$ cat config.mk
export PLATFORM = sky130hd
export DESIGN_NAME = rle_encoder_core
export DESIGN_NICKNAME = d
export VERILOG_FILES = /design/src/rtl/rle_pkg.sv /design/src/rtl/rle_encoder_datapath.sv /design/src/rtl/rle_encoder_core.sv
export SDC_FILE = /design/constraint.sdc
export NUM_CORES = 1
export LEC_CHECK = 0
export CAP_MARGIN = 5
export CORE_MARGIN = 1
export CORE_UTILIZATION = 30
export CTS_CLUSTER_DIAMETER = 80
export DETAILED_ROUTE_END_ITERATION = 12
export GPL_TIMING_DRIVEN = 0
export PLACE_DENSITY = 0.49
export SYNTH_ARGS = -nofsm -noshare
export SYNTH_HDL_FRONTEND = slang
export SYNTH_SLANG_ARGS = --single-unit
$ cat constraint.sdc
create_clock -name clock -period 1.5 [get_ports clock]
set_clock_uncertainty 0.1 [all_clocks]
set_input_delay 0.3 -clock clock [delete_from_list [all_inputs] [get_ports clock]]
set_output_delay 0.3 -clock clock [all_outputs]
set_load 0.02 [all_outputs]
$ cat src/rtl/rle_pkg.sv
// Shared constants and types for the run-length encoder.
// Symbol/count widths, FSM state enum and code-word bundle.
package rle_pkg;

  localparam int DATA_W = 7;
  localparam int CNT_W  = 8;
  localparam logic [CNT_W-1:0] CNT_MAX = {CNT_W{1'b1}};

  typedef enum logic {
    IDLE = 1'b0,
    RUN  = 1'b1
  } state_t;

  typedef struct packed {
    logic              tag;
    logic [CNT_W-1:0]  count;
    logic [DATA_W-1:0] symbol;
  } rle_word_t;

endpackage

$ cat src/rtl/rle_encoder_datapath.sv
// Run-length datapath: held symbol, match compare, saturating
// counter and registered code-word output.
// Ports: clock, reset_n, data_in, load/inc/emit strobes in;
//        match, sat, out_valid, out_word out.
import rle_pkg::*;

module rle_datapath (
  input  logic              clock,
  input  logic              reset_n,
  input  logic [DATA_W-1:0] data_in,
  input  logic              load,
  input  logic              inc,
  input  logic              emit,
  output logic              match,
  output logic              sat,
  output logic              out_valid,
  output rle_word_t         out_word
);

  logic [DATA_W-1:0] held;
  logic [CNT_W-1:0]  run_cnt;

  assign match = (data_in == held);
  assign sat   = (run_cnt == CNT_MAX);

  always_ff @(posedge clock or negedge reset_n) begin
    if (!reset_n) begin
      held    <= '0;
      run_cnt <= '0;
    end else if (load) begin
      held    <= data_in;
      run_cnt <= CNT_W'(1);
    end else if (inc) begin
      run_cnt <= run_cnt + CNT_W'(1);
    end
  end

  // emit captures the old run even when load replaces it this cycle
  always_ff @(posedge clock or negedge reset_n) begin
    if (!reset_n) begin
      out_valid <= 1'b0;
      out_word  <= '0;
    end else begin
      out_valid <= emit;
      if (emit) begin
        out_word.tag    <= (run_cnt > CNT_W'(1));
        out_word.count  <= run_cnt;
        out_word.symbol <= held;
      end
    end
  end

endmodule

$ cat src/rtl/rle_encoder_core.sv
// Run-length encoder core: FSM driving the rle_datapath.
// Ports: clock, reset_n, in_valid, data_in, flush in;
//        out_valid, out_tag, out_count, out_symbol out.
import rle_pkg::*;

module rle_encoder_core (
  input  logic              clock,
  input  logic              reset_n,
  input  logic              in_valid,
  input  logic [DATA_W-1:0] data_in,
  input  logic              flush,
  output logic              out_valid,
  output logic              out_tag,
  output logic [CNT_W-1:0]  out_count,
  output logic [DATA_W-1:0] out_symbol
);

  logic      rst_meta;
  logic      rst_n_s;
  state_t    state;
  logic      load;
  logic      inc;
  logic      emit;
  logic      match;
  logic      sat;
  rle_word_t out_word;

  // async assert, release synchronised to clock
  always_ff @(posedge clock or negedge reset_n) begin
    if (!reset_n) begin
      rst_meta <= 1'b0;
      rst_n_s  <= 1'b0;
    end else begin
      rst_meta <= 1'b1;
      rst_n_s  <= rst_meta;
    end
  end

  always_comb begin
    load = 1'b0;
    inc  = 1'b0;
    emit = 1'b0;
    unique case (state)
      IDLE: begin
        load = in_valid;
      end
      RUN: begin
        if (flush) begin
          emit = 1'b1;
          load = in_valid;
        end else if (in_valid) begin
          if (match && !sat) begin
            inc = 1'b1;
          end else begin
            emit = 1'b1;
            load = 1'b1;
          end
        end
      end
      default: ;
    endcase
  end

  always_ff @(posedge clock or negedge rst_n_s) begin
    if (!rst_n_s) begin
      state <= IDLE;
    end else begin
      unique case (state)
        IDLE: if (in_valid) state <= RUN;
        RUN:  if (flush && !in_valid) state <= IDLE;
        default: state <= IDLE;
      endcase
    end
  end

  rle_datapath u_dp (
    .clock     (clock),
    .reset_n   (rst_n_s),
    .data_in   (data_in),
    .load      (load),
    .inc       (inc),
    .emit      (emit),
    .match     (match),
    .sat       (sat),
    .out_valid (out_valid),
    .out_word  (out_word)
  );

  assign out_tag    = out_word.tag;
  assign out_count  = out_word.count;
  assign out_symbol = out_word.symbol;

endmodule

# [After elaboration in Yosys (flattened, before gate mapping)]
# Index checks and enable logic that the tools add are counted.
[op_classes] n_mux=15 n_lt_le_gt_ge=1 n_bitwise=1 reduce_logical=5 n_eq_ne=2 addsub=1
[op_table] operator="2-to-1 mux 8 bit" n=2
[op_table] operator="2-to-1 mux 1 bit" n=11
[op_table] operator="adder 8 x 1 -> 8 bit (second input constant)" n=1
[op_table] operator="== test 8 bit (second input constant)" n=1
[op_table] operator="> comparator 8 x 1 -> 1 bit (second input constant)" n=1
[op_table] operator="== test 7 bit" n=1
[op_table] operator="one-hot mux 1 bit (2 select lines)" n=2
[op_table] operator="logical AND 1 bit" n=2
[op_table] operator="zero test 1 bit" n=2
[op_table] operator="nonzero test 2 bit" n=1
[op_table] operator="inverter 1 bit" n=1
[word_totals] out_inout_bits=17 ff_bits=35 input_bits=11 elab_cells=34

# [Longest topological paths before layout]
[depth] word_depth=9 mapped_depth=7 depth_no_buf=5

# [Hierarchy]
# A second synthesis with hierarchy kept.
[unflattened] cells_unflattened=118 hier_area_um2=1525.2
[by_module_without_submodules] module="rle_datapath" seq_area_each_um2=800.8 area_per_inst_um2=1390.1 n_inst=1 cells_each=105
[by_module_without_submodules] module="rle_encoder_core" seq_area_each_um2=75.1 area_per_inst_um2=135.1 n_inst=1 cells_each=13

# [Least setup slack after synthesis]
# No wires, ideal clock.
[synth_path] kind="register to register" start="reg u_dp.run_cnt[0]" end="reg u_dp.held[0]" required_ns=1.275 setup_ns=0.125 n_path_buf=0 arrival_time_ns=1.748 stages_incl_launch_ff=6 period_less_slack_ns=1.973 path_slack_ns=-0.473 path_cell_list="dfrtp_1 > ha_1 > nand2_1 > nor3_2 > o41ai_4 > mux2_2"
[synth_via] elab_chain_len=7
[synth_rtl] element="from (decl)" line_no="rle_encoder_datapath.sv:21" source="logic [CNT_W-1:0] run_cnt;"
[synth_rtl] element="from (signal assigned)" line_no="rle_encoder_datapath.sv:34" source="run_cnt <= run_cnt + CNT_W'(1);"
[synth_rtl] element="== test 8 bit" line_no="rle_encoder_datapath.sv:24" source="assign sat = (run_cnt == CNT_MAX);"
[synth_rtl] element="zero test 1 bit" line_no="rle_encoder_core.sv:52" source="if (match && !sat) begin"
[synth_rtl] element="logical AND 1 bit" line_no="rle_encoder_core.sv:52"
[synth_rtl] element="2-to-1 mux 1 bit" line_no="rle_encoder_core.sv:52"
[synth_rtl] element="2-to-1 mux 1 bit" line_no="rle_encoder_core.sv:51" source="end else if (in_valid) begin"
[synth_rtl] element="2-to-1 mux 1 bit" line_no="rle_encoder_core.sv:48" source="if (flush) begin"
[synth_rtl] element="one-hot mux 1 bit (2 select lines)" line_no="rle_encoder_core.sv:43" source="unique case (state)"
[synth_rtl] element="to (signal assigned)" line_no="rle_encoder_datapath.sv:31" source="held <= data_in;"
[synth_rtl] element="to (decl)" line_no="rle_encoder_datapath.sv:20" source="logic [DATA_W-1:0] held;"
# No other way between the ends.
# A chain may end at the register's enable or synchronous reset.

# [Worst setup path after layout]
[layout_path] start="reg u_dp.held[4]" end="reg u_dp.run_cnt[6]"
[layout_via] elab_chain_len=7 word_cells_on_any_way=12 classes_between="eq/ne: 1; mux: 9; reduce/logical: 2"
[layout_rtl] element="== test 7 bit *" line_no="rle_encoder_datapath.sv:23" source="assign match = (data_in == held);"
[layout_rtl] element="logical AND 1 bit *" line_no="rle_encoder_core.sv:52"
[layout_rtl] element="2-to-1 mux 1 bit" line_no="rle_encoder_core.sv:52"
[layout_rtl] element="2-to-1 mux 1 bit" line_no="rle_encoder_core.sv:51"
[layout_rtl] element="2-to-1 mux 1 bit" line_no="rle_encoder_core.sv:48"
[layout_rtl] element="one-hot mux 1 bit (2 select lines) / 2-to-1 mux 1 bit (equally long branches)" line_no="rle_encoder_core.sv:43"
[layout_rtl] element="2-to-1 mux 8 bit / nonzero test 2 bit (equally long branches)"
# Every way passes the cells marked *; elsewhere a longest branch is shown, timed or not.

==> run summary <==
Status -> finished with violations
Failing checks -> negative setup slack
Post-synth ARST share -> 100%
Number of hold buffers added after cts -> 0
Slew Limit Headroom -> 40.5%
Clock power frac -> 29.4%
Max VDD drop -> 0.000515 V
Ys flop type -> dfrtp_1
Clock sinks -> 35
Post-DP Area -> 0.00245 mm2
Tot GR Track Use -> 17.6%
Worst r2r src -> u_dp.held[4]
Final Cycle Share -> 125%
Die Span X -> 83.2 um
R2R Path End -> u_dp.run_cnt[6]
Final net count -> 274
Flop pwr share -> 44.1%
Core footprint -> 0.00635 mm2
Yosys warns -> 0
Clock buffer count from CTS -> 5
TritonCTS clock tree -> yes
Yosys reg bits -> 35
P&R area growth vs syn -> 60.5%
Min Tclk post-route -> 1.88 ns
Boundary Pins -> 28
Crit end category -> register
Reg-to-reg setup timing slack -> -0.38 ns
Syn Std Cell Area -> 0.00198 mm2
Layout cells sized above 1 -> 43.3%
H-tree Lvls -> 2
Post-Route Utilization -> 50.0%
Finished Cell Area -> 0.00317 mm2
Placed Cells incl. Taps -> 296
Gr ovfl total -> 0
Port Buf Inserts -> 26
Synth cell types -> 42
Initial Util -> 31.1%
Final hold slack -> 0.0575 ns
Clock Pin Slew Worst Setup and Hold Paths -> 0.07 ns
Synthesized area per cell -> 10.2 um2
Max-slew violation count -> 0
Sequential area share after synthesis -> 44.3%
Final hold vios -> 0
N_diodes -> 0
Reg2reg path depth -> 6
Routed WL -> 6020 um
Pwr dens -> 781 mW/mm2
Drt pass-1 iters -> 4
EDFF count, synth -> 0
Initial DRC Count -> 175
Sw Ratio -> 31.3%
Number of global-route vias before repair -> 1862
Layout Cells excl Fill -> 338
Die area -> 0.00692 mm2
Largest net degree at the start of global routing -> 34
Critical Path RT -> 1.62 ns
Crit path launch type -> register
Antenna violations before repair -> 0
DRT antenna net count -> 0
Leakage dissipation -> 0.00144 uW
CTS max path bufs -> 2
Routed vias -> 1859
Switching power total -> 776 uW
First-pass GRT wire length -> 9580 um
CP Max Fanout -> 3
WP data arrival -> 2.00 ns
Row cnt -> 29
Root buffer cell -> clkbuf_8
HPWL after DPL -> 3570 um
Wirelength per Cell -> 17.8 um
Highest Clock Rate -> 533 MHz
Power Internal -> 1700 uW
Worst-skew pair later-pin latency -> 0.30 ns
Gate Count Post-Synth -> 193
Final WS setup -> -0.376 ns
RSZ-0062 raised after global routing -> yes
Net count after synthesis -> 207
RD Place Congestion -> 0.742
# DRC -> 0
Worst-Margin Slew -> 0.893 ns
Die Y-Extent -> 83.2 um
Vias/cell -> 5.50
Final setup vio count -> 32
Total of max-cap violations -> 0
Comb pwr share -> 26.5%
Worst hold path type -> primary input to asynchronous set/reset pin
Crit Path Class -> register to register
cell usage in the layout (no fill, tap or decap), types with 2 or more instances in the layout:
master,n
dlygate4sd2_1,21
buf_6,5
or4_1,2
nand3_4,3
xnor2_1,2
clkbuf_8,6
buf_8,2
and2_1,2
a221o_1,4
a22oi_1,11
o311ai_0,2
and4_1,2
xnor2_2,6
clkbuf_2,2
o2111ai_1,2
dlymetal6s2s_1,4
a21oi_1,3
inv_1,16
a22o_1,4
nand3_1,5
and3_1,4
o311ai_4,8
dfrtp_1,23
dfrtp_2,12
nand4_1,3
o311ai_1,4
buf_4,33
nand2_1,9
ha_1,2
mux2_4,7
nor4_1,2
o311ai_2,8
clkbuf_1,4
nor2_1,5
nor3_1,3
critical path: stages, from the launching register on:
cell and delay, ns:
dfrtp_1 0.41, xnor2_2 0.22, nand4_4 0.16, buf_4 0.18, buf_4 0.14, or4_1 0.48
nand3_2 0.10
stage by stage:
step	setup slack, ns	setup TNS (ns)	total power (uW)
global placement	-1.08	-31.58	1590
global route	-0.441	-11.00	2580
CTS	-0.429	-10.03	2380
detailed placement	-1.10	-26.51	1590
floorplan	-0.340	-4.92	1390
finish	-0.376	-8.81	2480
kinds of logic (layout without fill, tap and decap cells):
| logic type | count (synthesis) | in the layout | synth area share, % |
|---|---|---|---|
| compound gates | 56 | 56 | 24.0 |
| xor+xnor | 9 | 9 | 3.99 |
| fa+ha+maj | 3 | 3 | 1.90 |
| buf+inv | 31 | 99 | 6.14 |
| flops | 35 | 35 | 44.3 |
| mux | 7 | 7 | 3.99 |
| other cells | 1 | 1 | 0.190 |
| simple gates | 51 | 51 | 15.5 |
power groups by stage:
stage	sequential [uW]	clock (uW)	combinational, uW
after floorplan	1150	0	242
after global placement	1110	0	473
after detailed placement	1110	0	477
after CTS	1090	747	539
after global routing	1110	779	700
final	1090	728	656
metal layers:
layer  part of all wire (%)  global-route usage [%]  vias up
li1                       -                       -      883
met1                     44                    22.8      920
met2                     51                    28.5       47
met3                    3.1                    3.68        9
met4                    1.5                    7.52        0
met5                      0                       0        -
worst max path at each step:
stage | endpoint | start | cells past startpoint
detailed placement | u_dp.held[3] | data_in[4] | 5
global placement | u_dp.held[4] | data_in[4] | 5
floorplan | u_dp.held[0] | u_dp.held[3] | 4
global route | u_dp.held[5] | u_dp.held[2] | 5
CTS | u_dp.held[4] | u_dp.held[4] | 5
finish | u_dp.run_cnt[6] | u_dp.held[4] | 6
state kept, by name, indices dropped and copies added, names as in the netlist:
register	cells
u_dp.run_cnt	8
state	1
u_dp.out_word	16
rst_n_s	1
u_dp.held	7
rst_meta	1
u_dp.out_valid	1
cell usage after synthesis (2+ instances only):
| master | n | area share [%] |
|---|---|---|
| nand2_1 | 10 | 1.9 |
| nand2b_1 | 2 | 0.63 |
| nor4_1 | 3 | 0.95 |
| and3_1 | 4 | 1.3 |
| a22o_1 | 4 | 1.8 |
| nand4_1 | 3 | 0.95 |
| ha_1 | 3 | 1.9 |
| mux2_2 | 7 | 4.0 |
| a21oi_1 | 4 | 1.0 |
| a221o_1 | 4 | 2.0 |
| nand3_2 | 3 | 1.5 |
| nor2_1 | 5 | 0.95 |
| or4_1 | 2 | 0.76 |
| a22oi_1 | 11 | 4.2 |
| o311ai_1 | 2 | 0.89 |
| nor3_1 | 3 | 0.76 |
| inv_1 | 16 | 3.0 |
| o311ai_0 | 20 | 8.9 |
| o2111ai_1 | 3 | 1.3 |
| nand3_1 | 6 | 1.5 |
| and4_1 | 2 | 0.89 |
| clkbuf_1 | 11 | 2.1 |
| dfrtp_1 | 35 | 44 |
| buf_2 | 3 | 0.76 |
| and2_1 | 2 | 0.63 |
| xnor2_1 | 9 | 4.0 |
what timing repair did:
action / 4_1_cts / 5_1_grt
pin swaps: 14 / 16
gates resized for setup: 61 / 51
buffers inserted: 19 / 16
gates cloned: 1 / 0
setup endpoints to repair: 49 / 32
final cells by class:
type,count,area (um2)
inverters,16,60.1
multi-input cells,127,1380
clock inverters,1,5.00
flip-flops and latches,35,891
well taps,77,96.3
clock buffers,7,86.3
repair buffers,62,546
plain buffers,13,111
fillers,576,3180
No activity file was read; power rests on OpenSTA's default activity.
